**config.mk**
```make
export PLATFORM = sky130hd
export DESIGN_NAME = serial_adder
export DESIGN_NICKNAME = d
export VERILOG_FILES = /design/src/rtl/serial_adder.sv
export SDC_FILE = /design/constraint.sdc
export NUM_CORES = 1
export LEC_CHECK = 0
export BUFFER_PORTS_ARGS = -buffer_cell sky130_fd_sc_hd__clkbuf_2
export CAP_MARGIN = 0
export CORE_ASPECT_RATIO = 1.25
export CORE_MARGIN = 10
export CORE_UTILIZATION = 54
export DETAILED_ROUTE_END_ITERATION = 6
export PLACE_DENSITY = 0.9
export SYNTH_ARGS = -nofsm -noshare
export SYNTH_HDL_FRONTEND = slang
export SYNTH_SLANG_ARGS = --single-unit
```
**constraint.sdc**
```tcl
create_clock -name clk -period 1.55 [get_ports clk]
set_input_delay 0.2325 -clock clk [delete_from_list [all_inputs] [get_ports clk]]
set_output_delay 0.2325 -clock clk [all_outputs]
set_load 0.02 [all_outputs]
```
**src/rtl/serial_adder.sv**
```systemverilog
// rtl/serial_adder.sv - multi-cycle adder processing DIGIT bits per clock with carry-out and overflow
module serial_adder #(
    parameter int WIDTH = 8,
    parameter int DIGIT = 1
) (
    input  logic             clk,
    input  logic             rst_n,
    input  logic             start,
    input  logic [WIDTH-1:0] a,
    input  logic [WIDTH-1:0] b,
    input  logic             cin,
    output logic             busy,
    output logic             done,
    output logic [WIDTH-1:0] sum,
    output logic             cout,
    output logic             ovf
);

    localparam int N  = WIDTH / DIGIT;
    localparam int CW = (N > 1) ? $clog2(N) : 1;

    typedef enum logic {IDLE, RUN} state_t;

    state_t           state, state_next;
    logic [WIDTH-1:0] opa, opb, psum, psum_shift;
    logic             carry;
    logic [CW-1:0]    cnt;
    logic [DIGIT-1:0] dsum;
    logic             c_msb, c_out, last;

    // Ripple across the current digit; c_msb is the carry into the digit's top bit,
    // which on the final digit is the carry into bit WIDTH-1.
    always_comb begin
        logic c;
        c     = carry;
        dsum  = '0;
        c_msb = 1'b0;
        for (int i = 0; i < DIGIT; i++) begin
            if (i == DIGIT - 1) c_msb = c;
            dsum[i] = opa[i] ^ opb[i] ^ c;
            c       = (opa[i] & opb[i]) | (c & (opa[i] ^ opb[i]));
        end
        c_out = c;
    end

    assign psum_shift = (psum >> DIGIT) | (WIDTH'(dsum) << (WIDTH - DIGIT));
    assign last       = (cnt == CW'(N - 1));

    always_ff @(posedge clk or negedge rst_n) begin
        if (!rst_n) state <= IDLE;
        else        state <= state_next;
    end

    always_comb begin
        state_next = state;
        busy       = 1'b0;
        case (state)
            IDLE: if (start) state_next = RUN;
            RUN: begin
                busy = 1'b1;
                if (last) state_next = IDLE;
            end
            default: state_next = IDLE;
        endcase
    end

    always_ff @(posedge clk or negedge rst_n) begin
        if (!rst_n) begin
            opa   <= '0;
            opb   <= '0;
            carry <= 1'b0;
            psum  <= '0;
            cnt   <= '0;
            sum   <= '0;
            cout  <= 1'b0;
            ovf   <= 1'b0;
            done  <= 1'b0;
        end else begin
            done <= 1'b0;
            case (state)
                IDLE: begin
                    if (start) begin
                        opa   <= a;
                        opb   <= b;
                        carry <= cin;
                        psum  <= '0;
                        cnt   <= '0;
                    end
                end
                RUN: begin
                    opa   <= opa >> DIGIT;
                    opb   <= opb >> DIGIT;
                    carry <= c_out;
                    psum  <= psum_shift;
                    cnt   <= cnt + 1'b1;
                    // Visible results only move on completion.
                    if (last) begin
                        sum  <= psum_shift;
                        cout <= c_out;
                        ovf  <= c_msb ^ c_out;
                        done <= 1'b1;
                    end
                end
                default: ;
            endcase
        end
    end

endmodule

```
### Yosys cells after proc, flatten, opt, wreduce, memory -nomap -nowiden

Cells that the tools add are included.

* bits in registers: 40
* bits of input ports: 20
* output and inout port bits: 12
* logic and storage cells: 38

* $add $sub $neg: 1
* equal/unequal tests: 2
* mux-type cells: 16
* bitwise operators: 8
* reduce and logical (&&, ||, !) cells: 1

Operators by type and width (number)
* 8-bit one-hot mux with 2 select lines: 3
* 8-bit two-way mux: 3
* 7-bit by 8-bit OR with 8-bit output: 1
* 1-bit two-way mux: 6
* 3-bit one-hot mux with 2 select lines: 1
* 1-bit one-hot mux with 2 select lines: 2
* 3-bit by 1-bit adder with 3-bit output (second input constant): 1
* 3-bit equality test (second input constant): 1
* 3-bit two-way mux: 1
* 1-bit bitwise XOR: 3
* 1-bit bitwise AND: 2
* 2-bit inequality test (second input constant): 1
* 2-bit AND reduction: 1
* 1-bit NOT: 1
* 1-bit OR: 1

### Longest topological paths before layout

Gate-level depths: netlist of run 1.

* depth after elaboration: 4
* depth in mapped cells: 5
* mapped depth without buffers: 4

### Worst setup path after synthesis of run 1

Ideal clock, no wire load.

* path type: reg2reg
* start point: register cnt[0]
* end point: register cout
* setup time: 0.125 ns
* arrival time: 1.302 ns
* required time: 1.425 ns
* path slack: 0.123 ns
* stages on the path, launching flop included: 6
* path buffers: 1
* period minus slack after synthesis: 1.427 ns
* cell sequence: dfrtp_1 -> ha_1 -> ha_1 -> nand2_1 -> buf_6 -> mux2_4

* longest elaborated chain between the ends: 2

Ends and longest elaborated chain
* start, declared: line 27 `logic [CW-1:0] cnt;`
* start signal, assigned: line 95 `cnt <= cnt + 1'b1;`
* 3-bit equality test: line 47 `assign last = (cnt == CW'(N - 1));`
* 2-bit AND reduction (no source line)
* end signal, assigned: line 99 `cout <= c_out;`
* end, declared: line 15 `output logic cout,`

Every way passes these cells.
A chain may end at the register's enable or synchronous reset.

### Worst setup path in the final report of run 1

* start point: register opa[0]
* end point: register ovf

* longest elaborated chain between the ends: 4
* elaborated cells on any way between the ends: 5
* those cells by class: bitwise (5)

Ends and longest elaborated chain
* start, declared: line 25 `logic [WIDTH-1:0] opa, opb, psum, psum_shift;`
* start signal, assigned: line 91 `opa <= opa >> DIGIT;`
* 1-bit bitwise XOR: line 41 `c = (opa[i] & opb[i]) | (c & (opa[i] ^ opb[i]));`
* 1-bit bitwise AND: line 41
* 1-bit OR *: line 41
* via c_out: line 29 `logic c_msb, c_out, last;`
* 1-bit bitwise XOR *: line 100 `ovf <= c_msb ^ c_out;`
* end signal, assigned: line 100
* end, declared: line 16 `output logic ovf`

The timed path passes the listed nets; every way through them passes the cells marked *.

==> metrics.md, run 1 <==
| Metric | Value |
|---|---|
| Worst Path Required | 1800 ps |
| Post-synth EDFFs | 0 |
| DRC | 0 |
| Final TNS setup | 0 ps |
| Antenna fix cells | 0 |
| Initial DRT Pass Iterations | 6 |
| Reg area | 975.9 µm² |
| Starting DRT DRC Count | 38 |
| HP Class | primary input to flip-flop |
| Ys async rst share | 100.0% |
| M3 GR Usage | 6.325% |
| Xor/xnor share of the synthesized area | 0.5220% |
| Fin crit share | 97.41% |
| Ys Warns | 0 |
| Mapped Cells | 131 |
| Crit Path Max Fanout | 3 |
| Synth area leaders | dfrtp_1 (58%), mux2i_1 (11%), mux2_4 (8.1%) |
| Core box area | 2973 µm² |
| Routed Antenna Nets | 0 |
| Final Hold Vio Count | 0 |
| Vias after detailed routing | 1083 |
| Final nets | 192 |
| Fillers | 251 |
| Root Driver | clkbuf_4 |
| Leakage | 0.001048 µW |
| Die Area | 5750 µm² |
| #FFs+latches synth | 39 |
| DP HPWL | 2398 µm |
| Routing usage on met2 | 19.78% |
| Synth-to-Final Area Change | 18.05% |
| Max-cap viol count | 0 |
| Register area share after synthesis | 58.17% |
| Post-Route Skew | 11.29 ps |
| Max-slew headroom | 68.33% |
| Die Ht | 82.32 µm |
| Simple-gate share of the synthesized area | 6.562% |
| Post-synthesis mux area share | 19.46% |
| Pwr Density | 1881 nW/µm² |
| Vias/cell | 5.257 |
| I/O Buffers | 31 |
| CP max-delay cell | fa_1 |
| IO Pins | 32 |
| RePlAce Congestion | 0.6920 |
| Final wirelength | 3303 µm |
| Number of global-route vias before repair | 1174 |
| Starting Density | 56.44% |
| CTS clk-pin slew, worst paths | 120 ps |
| Later-pin clock latency in the skew report | 360 ps |
| Fraction of layout cells with a size suffix above 1 | 32.94% |
| Post-synth top cells | dfrtp_1 (39), nand2_1 (19), mux2i_1 (18), o21ai_1 (18), mux2_4 (9) |
| First-pass GRT wire length | 5533 µm |
| Synth area leader | dfrtp_1 |
| Syn avg cell area | 12.81 µm² |
| Most numerous cell in the Yosys netlist | dfrtp_1 |
| TritonCTS Buffers | 5 |
| Outcome | complete, no violations |
| Met1 Resource Use GR | 12.72% |
| H-Tree Depth | 2 |
| CTS tree | yes |
| Clk sink count | 39 |
| Clock Path Buffers | 2 |
| Wire length per cell | 16.03 µm |
| Worst Setup Path Type | flip-flop to flip-flop |
| CP cell instances | fa_1, xor2_1, mux2_4 |
| Crit path largest cell delay | 500 ps |
| Yosys cell types | 19 |
| Top_reg_cell synth | dfrtp_1 |
| Max Fclk | 662.3 MHz |
| Cell Area, Synth | 1678 µm² |
| Min Tclk post-route | 1510 ps |
| Synth Area in Compound Gates | 8.799% |
| CP top delay family | adder cells |
| RSZ-0062 raised after global routing | no |
| CP arrival | 1760 ps |
| Worst setup SP type | flip-flop |
| WP buf/inv | 0 |
| Synthesized-area fraction occupied by adder cells | 2.685% |
| Busiest grt layer | met2 |
| Grt ovf | 0 |
| Slew @ Worst Pin | 475.1 ps |
| Pin count of the biggest net entering global routing | 40 |
| Synth top area share | 58.17% |
| Die Width | 69.86 µm |
| Setup violations, final | 0 |
| Multi-input gate area | 640.6 µm² |
| Initial antenna violation count | 0 |
| Overall Global Routing Usage | 12.16% |
| Largest family of logic cells by synthesized area | multiplexers |
| Worst vdd ir | 1008 µV |
| Syn Nets | 154 |
| Overall Power | 3725 µW |
| Cell Rows | 22 |
| Max Slew Vio Count | 0 |
| CP endpoint kind | flip-flop |
==> cells by family after synthesis <==
group                      count (synthesis)
AOI/OAI and AO/OA                         25
muxes                                     28
buffers and inverters                      9
adders and majority gates                  3
DFF                                       39
xor gates and xnor gates                   1
and+or+nand+nor                           26
==> final timing paths <==
path	startpoint	end	slack (ps)	cells after the start
setup / recovery	opa[0]	ovf	40	3
hold / removal	b[7]	opb[7]	130	3
setup reg to reg	opa[0]	ovf	40	3
hold reg to reg	opb[4]	opb[3]	510	2
max in group asynchronous	rst_n	opb[4]	770	3
min in group asynchronous	rst_n	c_msb	440	3
==> state kept, by name, indices dropped and copies added (netlist names) <==
| signal | flops |
|---|---|
| opa | 8 |
| opb | 8 |
| sum | 8 |
| psum | 7 |
| cnt | 3 |
| c_msb | 1 |
| cout | 1 |
| done | 1 |
| ovf | 1 |
| state | 1 |
==> worst reg2reg max path: stages, from the launching register on <==
cell	delay [ps]
dfrtp_1	420
fa_1	500
xor2_1	200
mux2_4	270
==> repair_timing <==
| action | in CTS | in global routing |
|---|---|---|
| gates resized for setup | 0 | 2 |
| hold buffers | 1 | 0 |
| endpoints found under the setup margin | 1 | 4 |
| setup buffers | 1 | 1 |
| endpoints found under the hold margin | 39 | 0 |
==> where the power goes <==
group	leakage (µW)	switching (µW)	internal [µW]
Combinational	0.000501	739	719
Sequential	0.000508	257	1420
Clock	0.0000386	326	267
Total	0.00105	1320	2400
==> metal layers <==
metal | up-vias | share of wire (%)
li1 | 524 | -
met1 | 531 | 39
met2 | 23 | 52
met3 | 5 | 7.5
met4 | 0 | 1.4
met5 | - | 0
==> metrics by stage <==
stage / hold WS [ps] / util (%) / area (µm²) / std cells / worst slack [ps]
finish: 125.3 / 66.62 / 1981 / 206 / 40.12
global placement: 294.3 / 63.26 / 1881 / 195 / 106.5
global route: 135.9 / 66.62 / 1981 / 206 / 5.970
detailed placement: 309.1 / 63.26 / 1881 / 195 / 14.75
floorplan: -63.09 / - / 1678 / 131 / 123.3
CTS: 122.3 / 66.16 / 1967 / 205 / 21.66
==> layout make-up <==
| type | instances | share of cell area (%) |
|---|---|---|
| tap | 36 | 2.274 |
| timing repair buffer | 39 | 12.44 |
| multi-input combinational | 83 | 32.34 |
| clock buffer | 8 | 3.474 |
| inverter | 1 | 0.1895 |
| sequential | 39 | 49.27 |
==> cell usage in the layout, fill, tap and decap left out <==
cell type / count
a21oi_1: 1
a22o_1: 6
buf_12: 2
buf_4: 4
buf_6: 1
clkbuf_1: 1
clkbuf_2: 31
clkbuf_4: 5
clkbuf_8: 2
dfrtp_1: 39
dlygate4sd3_1: 1
fa_1: 1
ha_1: 2
inv_1: 1
mux2_1: 1
mux2_4: 9
mux2i_1: 18
nand2_1: 18
nand2_2: 1
nand2b_1: 4
nor2_1: 2
nor2_2: 1
o21ai_1: 18
xor2_1: 1
No activity file was read; power rests on OpenSTA's default activity.
==> inputs of run 2 (changes only) <==
--- a/config.mk
+++ b/config.mk
@@ -11,6 +11,7 @@
 export CORE_MARGIN = 10
 export CORE_UTILIZATION = 54
 export DETAILED_ROUTE_END_ITERATION = 6
+export MAX_ROUTING_LAYER = met4
 export PLACE_DENSITY = 0.9
 export SYNTH_ARGS = -nofsm -noshare
 export SYNTH_HDL_FRONTEND = slang
==> constraint.sdc (replaced) <==
create_clock -name clk -period 1.55 [get_ports clk]
set_input_delay 0.2325 -clock clk [delete_from_list [all_inputs] [get_ports clk]]
set_output_delay 0.2325 -clock clk [all_outputs]
set_load 0.05 [all_outputs]
==> run 2 against run 1 <==
Net effect: largest cell class unchanged; sequential power hardly changed; global-route usage up 0.59 points; clock power shrank 3%; critical path depth rose by 2; highest routed layer unchanged.
==> metrics.md, run 2 (synthesis gave the netlist of run 1 again) <==
| Metric | Value |
|---|---|
| Final TNS setup | 0 ps |
| I/O Buffers | 31 |
| RePlAce Congestion | 0.6979 |
| Critical path depth in cells | 5 |
| CTS clk-pin slew, worst paths | 100 ps |
| Worst Setup Path Type | flip-flop to flip-flop |
| Later-pin clock latency in the skew report | 340 ps |
| Initial DRT Pass Iterations | 4 |
| IO Pins | 32 |
| Starting DRT DRC Count | 54 |
| Leakage | 0.001066 µW |
| R2r worst-path depth | 5 |
| Vias/cell | 5.369 |
| Cell Rows | 22 |
| Fin crit share | 94.93% |
| Setup violations, final | 0 |
| Top flop regs | opa (8), opb (8), sum (8) |
| CP top delay family | flip-flops |
| Wire length per cell | 16.13 µm |
| Slew @ Worst Pin | 301.8 ps |
| Pwr Density | 2017 nW/µm² |
| CTS tree | yes |
| Die Area | 5750 µm² |
| M3 GR Usage | 4.654% |
| Crit Path Max Fanout | 6 |
| Hold Slack | 151.8 ps |
| HP Class | primary input to flip-flop |
| Starting Density | 56.44% |
| Max Fclk | 679.6 MHz |
| Clock Path Buffers | 2 |
| Final nets | 192 |
| Final setup margin | 78.53 ps |
| Commonest non-fill, non-tap cell in the layout | dfrtp_1 |
| Worst setup SP type | flip-flop |
| WP buf/inv | 1 |
| CP cell instances | ha_1, ha_2, nand2_2, buf_12, mux2_1 |
| CP endpoint kind | flip-flop |
| DRC | 0 |
| Overall Global Routing Usage | 12.75% |
| Hold path depth | 3 |
| TritonCTS Buffers | 5 |
| Root Driver | clkbuf_4 |
| Final wirelength | 3322 µm |
| Max-cap viol count | 0 |
| Worst Path Required | 1770 ps |
| Initial antenna violation count | 0 |
| Pin count of the biggest net entering global routing | 49 |
| Post-Route Skew | 12.06 ps |
| CP max-delay cell | dfrtp_1 |
| Die Width | 69.86 µm |
| Routing usage on met2 | 22.05% |
| Worst vdd ir | 1371 µV |
| Max Slew Vio Count | 0 |
| Routed Antenna Nets | 0 |
| CP arrival | 1690 ps |
| DP HPWL | 2472 µm |
| Grt ovf | 0 |
| Final Hold Vio Count | 0 |
| Number of global-route vias before repair | 1224 |
| H-Tree Depth | 2 |
| Fraction of layout cells with a size suffix above 1 | 33.53% |
| Synth-to-Final Area Change | 20.66% |
| Die Ht | 82.32 µm |
| Setup Slack @ Placement | 6.830 ps |
| Vias after detailed routing | 1106 |
| Crit path largest cell delay | 400 ps |
| RSZ-0062 raised after global routing | no |
| Met1 Resource Use GR | 13.54% |
| Busiest grt layer | met2 |
| Core box area | 2973 µm² |
| Min Tclk post-route | 1471 ps |
| Antenna fix cells | 0 |
| Leading cell types in the layout, fill and taps excluded | dfrtp_1 (39), clkbuf_2 (30), mux2i_1 (18), nand2_1 (18), o21ai_1 (18) |
| Max-slew headroom | 79.88% |
| First-pass GRT wire length | 5768 µm |
| Outcome | complete, no violations |
| Clk sink count | 39 |
| Overall Power | 4083 µW |
-- run 2: where the power goes --
group	total, µW	internal [µW]	switching (µW)
Clock	576	267	309
Sequential	1690	1420	274
Combinational	1810	783	1030
Total	4080	2470	1620
-- run 2: per-stage QoR --
stage,utilization (%),area (µm²),cells
2_1_floorplan,-,1678,131
3_3_place_gp,64.18,1908,195
3_5_place_dp,64.18,1908,195
4_1_cts,67.09,1994,205
5_1_grt,68.10,2024,206
6_report,68.10,2024,206
-- run 2: per-layer routing --
layer	wire length (µm)	vias to the layer above	part of all wire (%)
li1	-	532	-
met1	1373	544	41
met2	1756	26	53
met3	150	4	4.5
met4	41	0	1.2
met5	0	-	0
-- run 2: repair_timing --
item | 4_1_cts | 5_1_grt
buffers inserted | 1 | 0
hold buffers | 1 | 0
endpoints found under the setup margin | 1 | 1
pin swaps | 0 | 1
cloned | 0 | 1
gates resized for setup | 0 | 2
hold endpoints to repair | 11 | 0
-- run 2: worst paths after layout --
path | start | endpoint | slack (ps)
setup / recovery | cnt[0] | sum[5] | 80
hold / removal | b[7] | opb[7] | 150
setup reg to reg | cnt[0] | sum[5] | 80
hold reg to reg | opa[2] | opa[1] | 500
max in group asynchronous | rst_n | opb[5] | 720
min in group asynchronous | rst_n | sum[1] | 290
-- run 2: cell type report --
type / count / area, µm²
well taps: 36 / 45.04
clock buffers: 8 / 68.82
repair buffers: 39 / 287.8
inverters: 1 / 3.754
flip-flops and latches: 39 / 975.9
fillers: 237 / 948.4
multi-input cells: 83 / 643.1
-- run 2: tightest hold or removal path, cell delays in order --
cell      delay (ps)
clkbuf_2          80
mux2i_1           60
nor2_1            80
==> inputs of run 3 (changes only) <==
--- a/config.mk
+++ b/config.mk
@@ -11,6 +11,7 @@
 export CORE_MARGIN = 10
 export CORE_UTILIZATION = 54
 export DETAILED_ROUTE_END_ITERATION = 6
+export GPL_TIMING_DRIVEN = 0
 export MAX_ROUTING_LAYER = met4
 export PLACE_DENSITY = 0.9
 export SYNTH_ARGS = -nofsm -noshare
==> run 3 against run 2 <==
Net effect: register-to-register slack about the same; non-clock buffer count increased by 1; maximum frequency decreased by 0.72%; sequential share of layout area increased by 2.1 points.
==> metrics.md, run 3 (synthesis gave the netlist of run 1 again) <==
| Metric | Value |
|---|---|
| CP Launch Point | cnt[0] |
| CTS clk-pin slew, worst paths | 110 ps |
| Overall Global Routing Usage | 12.89% |
| Met1 Resource Use GR | 13.14% |
| Final wirelength | 3465 µm |
| HP Class | primary input to async pin |
| Later-pin clock latency in the skew report | 340 ps |
| Setup violations, final | 0 |
| First-pass GRT wire length | 5851 µm |
| H-Tree Depth | 2 |
| Worst Setup Path Type | flip-flop to flip-flop |
| Outcome | complete, no violations |
| Crit Path Max Fanout | 10 |
| Leakage | 0.001026 µW |
| CTS tree | yes |
| Die Ht | 82.32 µm |
| Root Driver | clkbuf_4 |
| Worst setup SP type | flip-flop |
| Pwr Density | 2013 nW/µm² |
| Starting DRT DRC Count | 45 |
| Worst R2R Start | cnt[0] |
| Clk sink count | 39 |
| Critical path depth in cells | 5 |
| CP arrival | 1710 ps |
| Clock Path Buffers | 2 |
| Max Fclk | 674.7 MHz |
| Final nets | 193 |
| Placed cell area | 1878 µm² |
| Routed Antenna Nets | 0 |
| Final Hold Vio Count | 0 |
| Starting Density | 56.44% |
| TritonCTS Buffers | 5 |
| Fin crit share | 95.63% |
| CP dominant cell by count | ha_1 |
| Max-slew headroom | 36.38% |
| Initial DRT Pass Iterations | 4 |
| Vias/cell | 5.502 |
| WP buf/inv | 1 |
| Min Tclk post-route | 1482 ps |
| RePlAce Congestion | 0.7665 |
| Slew @ Worst Pin | 954.3 ps |
| I/O Buffers | 31 |
| Pin count of the biggest net entering global routing | 40 |
| Busiest grt layer | met2 |
| Vias after detailed routing | 1128 |
| Core box area | 2973 µm² |
| CP top delay family | adder cells |
| Post-Route Skew | 6.710 ps |
| Top flop regs | opa (8), opb (8), sum (8) |
| CP max-delay cell | dfrtp_1 |
| DP HPWL | 2528 µm |
| Initial antenna violation count | 0 |
| Wire length per cell | 16.90 µm |
| Antenna fix cells | 0 |
| Number of global-route vias before repair | 1233 |
| CP cell instances | ha_1, ha_1, nand2_2, buf_12, mux2_4 |
| Crit path largest cell delay | 400 ps |
| R2r worst-path depth | 5 |
| IO Pins | 32 |
| Worst Path Required | 1780 ps |
| M3 GR Usage | 5.370% |
| Worst vdd ir | 1235 µV |
| Hold Slack | 29.04 ps |
| Post-route cell area | 1938 µm² |
| Fraction of layout cells with a size suffix above 1 | 32.54% |
| Die Area | 5750 µm² |
| CP endpoint kind | flip-flop |
| Commonest non-fill, non-tap cell in the layout | dfrtp_1 |
| Grt ovf | 0 |
| Leading cell types in the layout, fill and taps excluded | dfrtp_1 (39), clkbuf_2 (31), mux2i_1 (18), nand2_1 (18), o21ai_1 (18) |
| Synth-to-Final Area Change | 15.51% |
| Cell Rows | 22 |
| Die Width | 69.86 µm |
| Routing usage on met2 | 21.78% |
| DRC | 0 |
| Max-cap viol count | 0 |
| Max Slew Vio Count | 0 |
==> run 3: cell count changes in the layout (fill, tap and decap cells not counted), sizes merged <==
cell         before  now
buf               7    8
clkbuf           39   38
dlygate4sd3       1    0
==> run 3: where the power goes <==
part / switching (µW) / total [µW] / leakage [µW] / internal (µW)
Combinational: 1040 / 1750 / 0.000493 / 704
Clock: 304 / 465 / 0.0000242 / 161
Sequential: 271 / 1690 / 0.000508 / 1420
Total: 1620 / 3900 / 0.00103 / 2280
==> run 3: final timing paths <==
check                           endpoint  slack (ps)
max in group asynchronous          c_msb         940
worst min register to register   psum[1]         510
worst max register to register      cout          70
min in group clk                  opb[7]         140
worst max-delay path                cout          70
worst min-delay path                cout          30
==> run 3: worst reg2reg max path, cell delays in order, from the launching register on <==
cell,delay [ps]
dfrtp_1,400
ha_1,200
ha_1,210
nand2_2,110
buf_12,150
mux2_4,300
==> run 3: timing repair <==
action                     in CTS  in global routing
setup endpoints to repair       3                  9
pin swaps                       0                  1
gates cloned                    0                  0
resized for setup               1                  2
setup buffers                   0                  1
hold buffers                    0                  0
==> run 3: metrics by stage <==
stage | power [µW] | utilization [%] | std cells | worst slack (ps) | TNS, ps
5_1_grt | 4158 | 65.19 | 205 | -1.346 | -1.346
4_1_cts | 3901 | 64.65 | 204 | 15.91 | 0
2_1_floorplan | 2974 | - | 131 | 114.7 | 0
3_5_place_dp | 3428 | 63.17 | 198 | 17.80 | 0
3_3_place_gp | 3309 | 63.17 | 198 | 67.22 | 0
6_report | 3901 | 65.19 | 205 | 67.79 | 0
==> run 3: final cells by class <==
class                           instances  area (µm²)
Buffer                                  8       68.82
Clock buffer                            6       41.29
Fill cell                             236        1035
Inverter                                1       3.754
Multi-Input combinational cell         83       640.6
Sequential cell                        39       975.9
Tap cell                               36       45.04
Timing Repair Buffer                   32       162.7
==> run 3: routing by layer <==
layer	vias to the layer above	wire length (µm)
met3	3	221
li1	525	-
met1	569	1479
met2	31	1729
met4	0	34
met5	-	0
